==> config.mk <==
export PLATFORM = sky130hd
export DESIGN_NAME = bram_sr_writer
export DESIGN_NICKNAME = d
export VERILOG_FILES = /design/src/rtl/bram_sr_pkg.sv /design/src/rtl/sdp_ram.sv /design/src/rtl/bram_sr_writer.sv
export SDC_FILE = /design/constraint.sdc
export NUM_CORES = 2
export LEC_CHECK = 0
export CORE_ASPECT_RATIO = 1.75
export CORE_MARGIN = 2
export CORE_UTILIZATION = 40
export DETAILED_ROUTE_END_ITERATION = 8
export REMOVE_ABC_BUFFERS = 1
export SYNTH_ARGS = -nofsm -noshare
export SYNTH_HDL_FRONTEND = slang
export SYNTH_MEMORY_MAX_BITS = 65536
export SYNTH_SLANG_ARGS = --single-unit
==> constraint.sdc <==
create_clock -name clock -period 6.6 [get_ports clock]
set_clock_uncertainty 0.15 [all_clocks]
set_input_delay 0.66 -clock clock [delete_from_list [all_inputs] [get_ports clock]]
set_output_delay 0.66 -clock clock [all_outputs]
set_load 0.02 [all_outputs]
==> src/rtl/bram_sr_pkg.sv <==
// Definitions shared by the BRAM shift-register writer and its circular reader:
// fill-state encoding and the wrapping pointer increment.
package bram_sr_pkg;

  typedef enum logic [1:0] {
    ST_EMPTY,
    ST_FILLING,
    ST_FULL
  } fill_state_t;

  // Explicit wrap so that non-power-of-two depths cycle correctly.
  function automatic logic [31:0] next_ptr(input logic [31:0] ptr, input logic [31:0] depth);
    return (ptr == depth - 32'd1) ? 32'd0 : ptr + 32'd1;
  endfunction

endpackage

==> src/rtl/sdp_ram.sv <==
// Simple dual-port RAM: one write port, one read-first synchronous read port.
// No reset on the array or the read register.
module sdp_ram #(
  parameter int DATA_WIDTH = 9,
  parameter int ADDR_WIDTH = 9,
  parameter int DEPTH      = 1 << ADDR_WIDTH
) (
  input  logic                  clock,
  input  logic                  we,
  input  logic [ADDR_WIDTH-1:0] waddr,
  input  logic [DATA_WIDTH-1:0] wdata,
  input  logic                  re,
  input  logic [ADDR_WIDTH-1:0] raddr,
  output logic [DATA_WIDTH-1:0] q
);

  logic [DATA_WIDTH-1:0] mem [DEPTH];

  // Both ports update with non-blocking assignments, so a same-address
  // read returns the contents from before this cycle's write.
  always_ff @(posedge clock) begin
    if (we) mem[waddr] <= wdata;
    if (re) q <= mem[raddr];
  end

endmodule

==> src/rtl/bram_sr_writer.sv <==
// Write side of the BRAM shift register: streams samples into a wrapping RAM,
// tracks fill level / primed window and exposes a 1-cycle random-access read port.
module bram_sr_writer
  import bram_sr_pkg::*;
#(
  parameter int DATA_WIDTH = 9,
  parameter int ADDR_WIDTH = 9,
  parameter int RAM_DEPTH  = 1 << ADDR_WIDTH,
  parameter bit OVERWRITE  = 1'b1
) (
  input  logic                  clock,
  input  logic                  reset,
  input  logic                  in_valid,
  output logic                  in_ready,
  input  logic [DATA_WIDTH-1:0] in_data,
  input  logic                  flush,
  output logic [ADDR_WIDTH-1:0] wr_ptr,
  output logic [ADDR_WIDTH:0]   fill_count,
  output logic                  primed,
  input  logic                  rd_en,
  input  logic [ADDR_WIDTH-1:0] rd_addr,
  output logic [DATA_WIDTH-1:0] rd_data,
  output logic                  rd_valid
);

  localparam logic [ADDR_WIDTH:0] DEPTH_C = (ADDR_WIDTH + 1)'(RAM_DEPTH);

  fill_state_t           state, state_next;
  logic [ADDR_WIDTH-1:0] ptr_next;
  logic [ADDR_WIDTH:0]   count_next;
  logic                  accept;
  logic                  rd_in_range;
  logic                  ram_re;
  logic                  rd_zero_p1;
  logic [DATA_WIDTH-1:0] ram_q_p1;

  assign in_ready    = !reset && !flush && (OVERWRITE || state != ST_FULL);
  assign accept      = in_valid && in_ready;
  assign primed      = (state == ST_FULL);
  assign rd_in_range = ({1'b0, rd_addr} < DEPTH_C);
  assign ram_re      = rd_en && rd_in_range;

  always_ff @(posedge clock or posedge reset) begin
    if (reset) begin
      state      <= ST_EMPTY;
      wr_ptr     <= '0;
      fill_count <= '0;
    end else begin
      state      <= state_next;
      wr_ptr     <= ptr_next;
      fill_count <= count_next;
    end
  end

  // Flush wins over a same-cycle accept (in_ready is already low then).
  always_comb begin
    state_next = state;
    ptr_next   = wr_ptr;
    count_next = fill_count;
    if (flush) begin
      state_next = ST_EMPTY;
      ptr_next   = '0;
      count_next = '0;
    end else if (accept) begin
      ptr_next = ADDR_WIDTH'(next_ptr(32'(wr_ptr), 32'(RAM_DEPTH)));
      if (state != ST_FULL) count_next = fill_count + 1'b1;
      state_next = (count_next == DEPTH_C) ? ST_FULL : ST_FILLING;
    end
  end

  sdp_ram #(
    .DATA_WIDTH(DATA_WIDTH),
    .ADDR_WIDTH(ADDR_WIDTH),
    .DEPTH     (RAM_DEPTH)
  ) u_ram (
    .clock(clock),
    .we   (accept),
    .waddr(wr_ptr),
    .wdata(in_data),
    .re   (ram_re),
    .raddr(rd_addr),
    .q    (ram_q_p1)
  );

  // Read stage: the RAM register has no reset, so a flag forces zero after
  // reset and for out-of-range addresses; both hold while rd_en is low.
  always_ff @(posedge clock or posedge reset) begin
    if (reset) begin
      rd_valid   <= 1'b0;
      rd_zero_p1 <= 1'b1;
    end else begin
      rd_valid <= rd_en;
      if (rd_en) rd_zero_p1 <= !rd_in_range;
    end
  end

  assign rd_data = rd_zero_p1 ? '0 : ram_q_p1;

endmodule

==> results.md <==
* Status: complete, no violations
* Top FF cell, synth: edfxtp_1
* Initial antenna violation count at 25
* Worst Slack Setup Final at 1.88 ns
* Routability congestion estimate from global placement at 0.924
* RR Endpoint: u_ram.mem[215][0]
* R2R Setup Slk at 2.21 ns
* Synth top cells by count: edfxtp_1 (4617), mux2i_1 (893), mux4_2 (743), nor2_1 (619), o221ai_1 (422)
* Post-synthesis cell type count at 56
* Area share of the largest cell type after synthesis at 76.4%
* Clock Latency Late Sink at 0.97 ns
* Routed wire length at 496000 µm
* Max_cap viols at 0
* Post-route ant nets at 0
* Setup crit end kind: flip-flop
* GRT Total Usage at 21.2%
* Die Wd at 513 µm
* Reg2Reg Launch Point: wr_ptr[6]
* CTS Buffer Depth at 4
* LEAKAGE at 62.7 nW
* YS warnings at 0
* Slew @ Worst Pin at 1.26 ns
* Finished Cell Area at 201000 µm²
* DP Area at 188000 µm²
* Peak VDD IR at 0.219 mV
* Synth area leaders: edfxtp_1 (76%), mux4_2 (9.2%), mux2i_1 (4.9%), o221ai_1 (2.0%), nor2_1 (1.3%)
* Cts bufs inserted at 403
* Largest net degree at the start of global routing at 179
* Largest family of logic cells by synthesized area: multiplexers
* Most common cell in the netlist: edfxtp_1
* Post-synthesis mux area share at 14.3%
* Die area at 459000 µm²
* Critical Path AT at 5.42 ns
* Layout cells sized above 1 at 16.9%
* DR pass1 iterations at 6
* Reg2reg path depth at 4
* Adder-Cell Fraction of Synth Area at 0.0414%
* Fmax achieved at 0.212 GHz
* Hold Crit Depth at 1
* GRT Residual Overflow at 0
* Setup crit start kind: input port
* TritonCTS clock tree: built
* CTS sink count at 4640
* Post-synth EDFFs at 4617
* Post-route DRC at 0
* Worst Path Required at 7.30 ns
* Core area at 453000 µm²
* Layout net count at 9130
* DP Worst Slack at 1.01 ns
* RSZ-0062 raised after global routing: no
* DR WL/cell at 32.3 µm
* Area growth syn-to-layout at 10.9%
* Mapped Area at 181000 µm²
* Vias in the first global route at 93500
* Post-synthesis xor/xnor area fraction at 0.0531%
* Setup CP Type: input port to flip-flop
* Initial Util at 40.1%
* Initial DRC Count at 9333
* Tmin final at 4.72 ns
* Num rows at 327
* Final Hold Viols at 0
* Post-DP HPWL at 312000 µm
* Final period util at 71.6%
* I/O pin cnt at 54
* Via count at 90400
* Post-synth top area cell: edfxtp_1
* First-pass GRT wire length at 696000 µm
* Die Span Y at 895 µm
* CTS root buffer: clkbuf_16
* Ys async rst share at 0.496%
* Flops & latches, synth at 4640
* Power density over cell area at 294 nW/µm²
* Compound-Gate Fraction of Synth Area at 4.34%
* IO Port Bufs at 53
* Mean post-synth cell area at 20.1 µm²
* Hold EP: u_ram.mem[267][2]
* Simple-gate area share of the yosys netlist at 2.42%
* PostCTS Resize Cnt at 0
* Hold WS at 0.0378 ns
* Hold WC Path Type: input port to flip-flop
* Seq/Total Area, Yosys at 76.7%
* Hold Startpoint: in_data[2]
* Worst-path clk slew at 0.07 ns
* Slew HR at 15.9%
* H-tree depth at 5
* Final setup vio count at 0
* Fin. max-slew vios at 0
* Routed vias/inst at 5.88
* Worst-path maximum fanout at 19
* Cells after synthesis at 9005
layout make-up:
type | count | area (µm²)
Timing Repair Buffer | 260 | 2870
Multi-Input combinational cell | 3786 | 38600
Clock buffer | 472 | 10500
Sequential cell | 4640 | 139000
Antenna cell | 22 | 55.1
Fill cell | 38200 | 251000
Inverter | 10 | 46.3
Tap cell | 5922 | 7410
Clock inverter | 254 | 2490
layer usage:
layer / wire length (µm) / GRT usage, % / up-vias
li1: - / - / 37700
met1: 172000 / 23.9 / 47900
met2: 261000 / 38.1 / 3750
met3: 30800 / 3.21 / 1019
met4: 32000 / 11.9 / 14
met5: 90 / 0 / -
repair_timing:
item / 4_1_cts / 5_1_grt
buffers inserted: 0 / 0
endpoints found under the hold margin: 43 / 0
hold buffers: 3 / 0
through the flow:
stage	TNS, ns	total power, W	std cells	utilization [%]
floorplan	-35.24	0.0342	8436	-
global placement	0	0.0359	14600	41.6
detailed placement	0	0.0360	14600	41.6
CTS	0	0.0595	15300	44.5
global route	0	0.0605	15400	44.5
finish	0	0.0591	15400	44.5
critical path, stage by stage:
cell,delay [ns]
clkdlybuf4s50_1,1.01
and3_2,0.59
nand2_2,0.63
buf_4,0.41
a21oi_1,0.16
nor3_1,0.21
nand4_1,0.58
nand4_1,0.69
buf_4,0.20
o2111a_1,0.17
cells in the final DEF (no fill, tap or decap), types with 97 or more instances in the layout:
cell type     n
clkbuf_16   412
nand2_1      97
mux2i_1     893
mux4_2      743
o22ai_1     192
edfxtp_1   4617
o221ai_1    422
nor2_1      617
buf_4       148
a21oi_1     231
o21ai_0     116
how the worst max path moves through the flow:
stage | start | to | slack, ns
after global routing | rd_addr[6] | u_ram.q[8] | 2.02
after floorplan | rd_addr[2] | u_ram.q[7] | -3.99
after CTS | rd_addr[6] | u_ram.q[8] | 2.07
final | rd_addr[6] | u_ram.q[8] | 1.88
after global placement | rd_addr[6] | u_ram.q[8] | 1.05
after detailed placement | rd_addr[6] | u_ram.q[8] | 1.01
cell families (layout without fill, tap and decap cells):
| logic type | after synthesis | in the layout |
|---|---|---|
| compound gates | 1113 | 1113 |
| xor+xnor | 11 | 11 |
| fa+ha+maj | 6 | 6 |
| buf+inv | 579 | 996 |
| flops | 4640 | 4640 |
| mux | 1648 | 1648 |
| other cells | 0 | 22 |
| simple gates | 1008 | 1008 |
report_power, final:
| part | leakage [nW] | switching [W] | internal, W | total (W) |
|---|---|---|---|---|
| clock network | 6.38 | 0.0106 | 0.0132 | 0.0238 |
| logic | 14.5 | 0.00200 | 0.000919 | 0.00292 |
| registers | 41.8 | 0.0000291 | 0.0324 | 0.0324 |
registers in the layout, summed over array words and instances (netlist names):
signal / count
fill_count: 10
rd_valid: 1
rd_zero_p1: 1
state: 2
u_ram.mem: 4608
u_ram.q: 9
wr_ptr: 9
No activity file was read; power rests on OpenSTA's default activity.
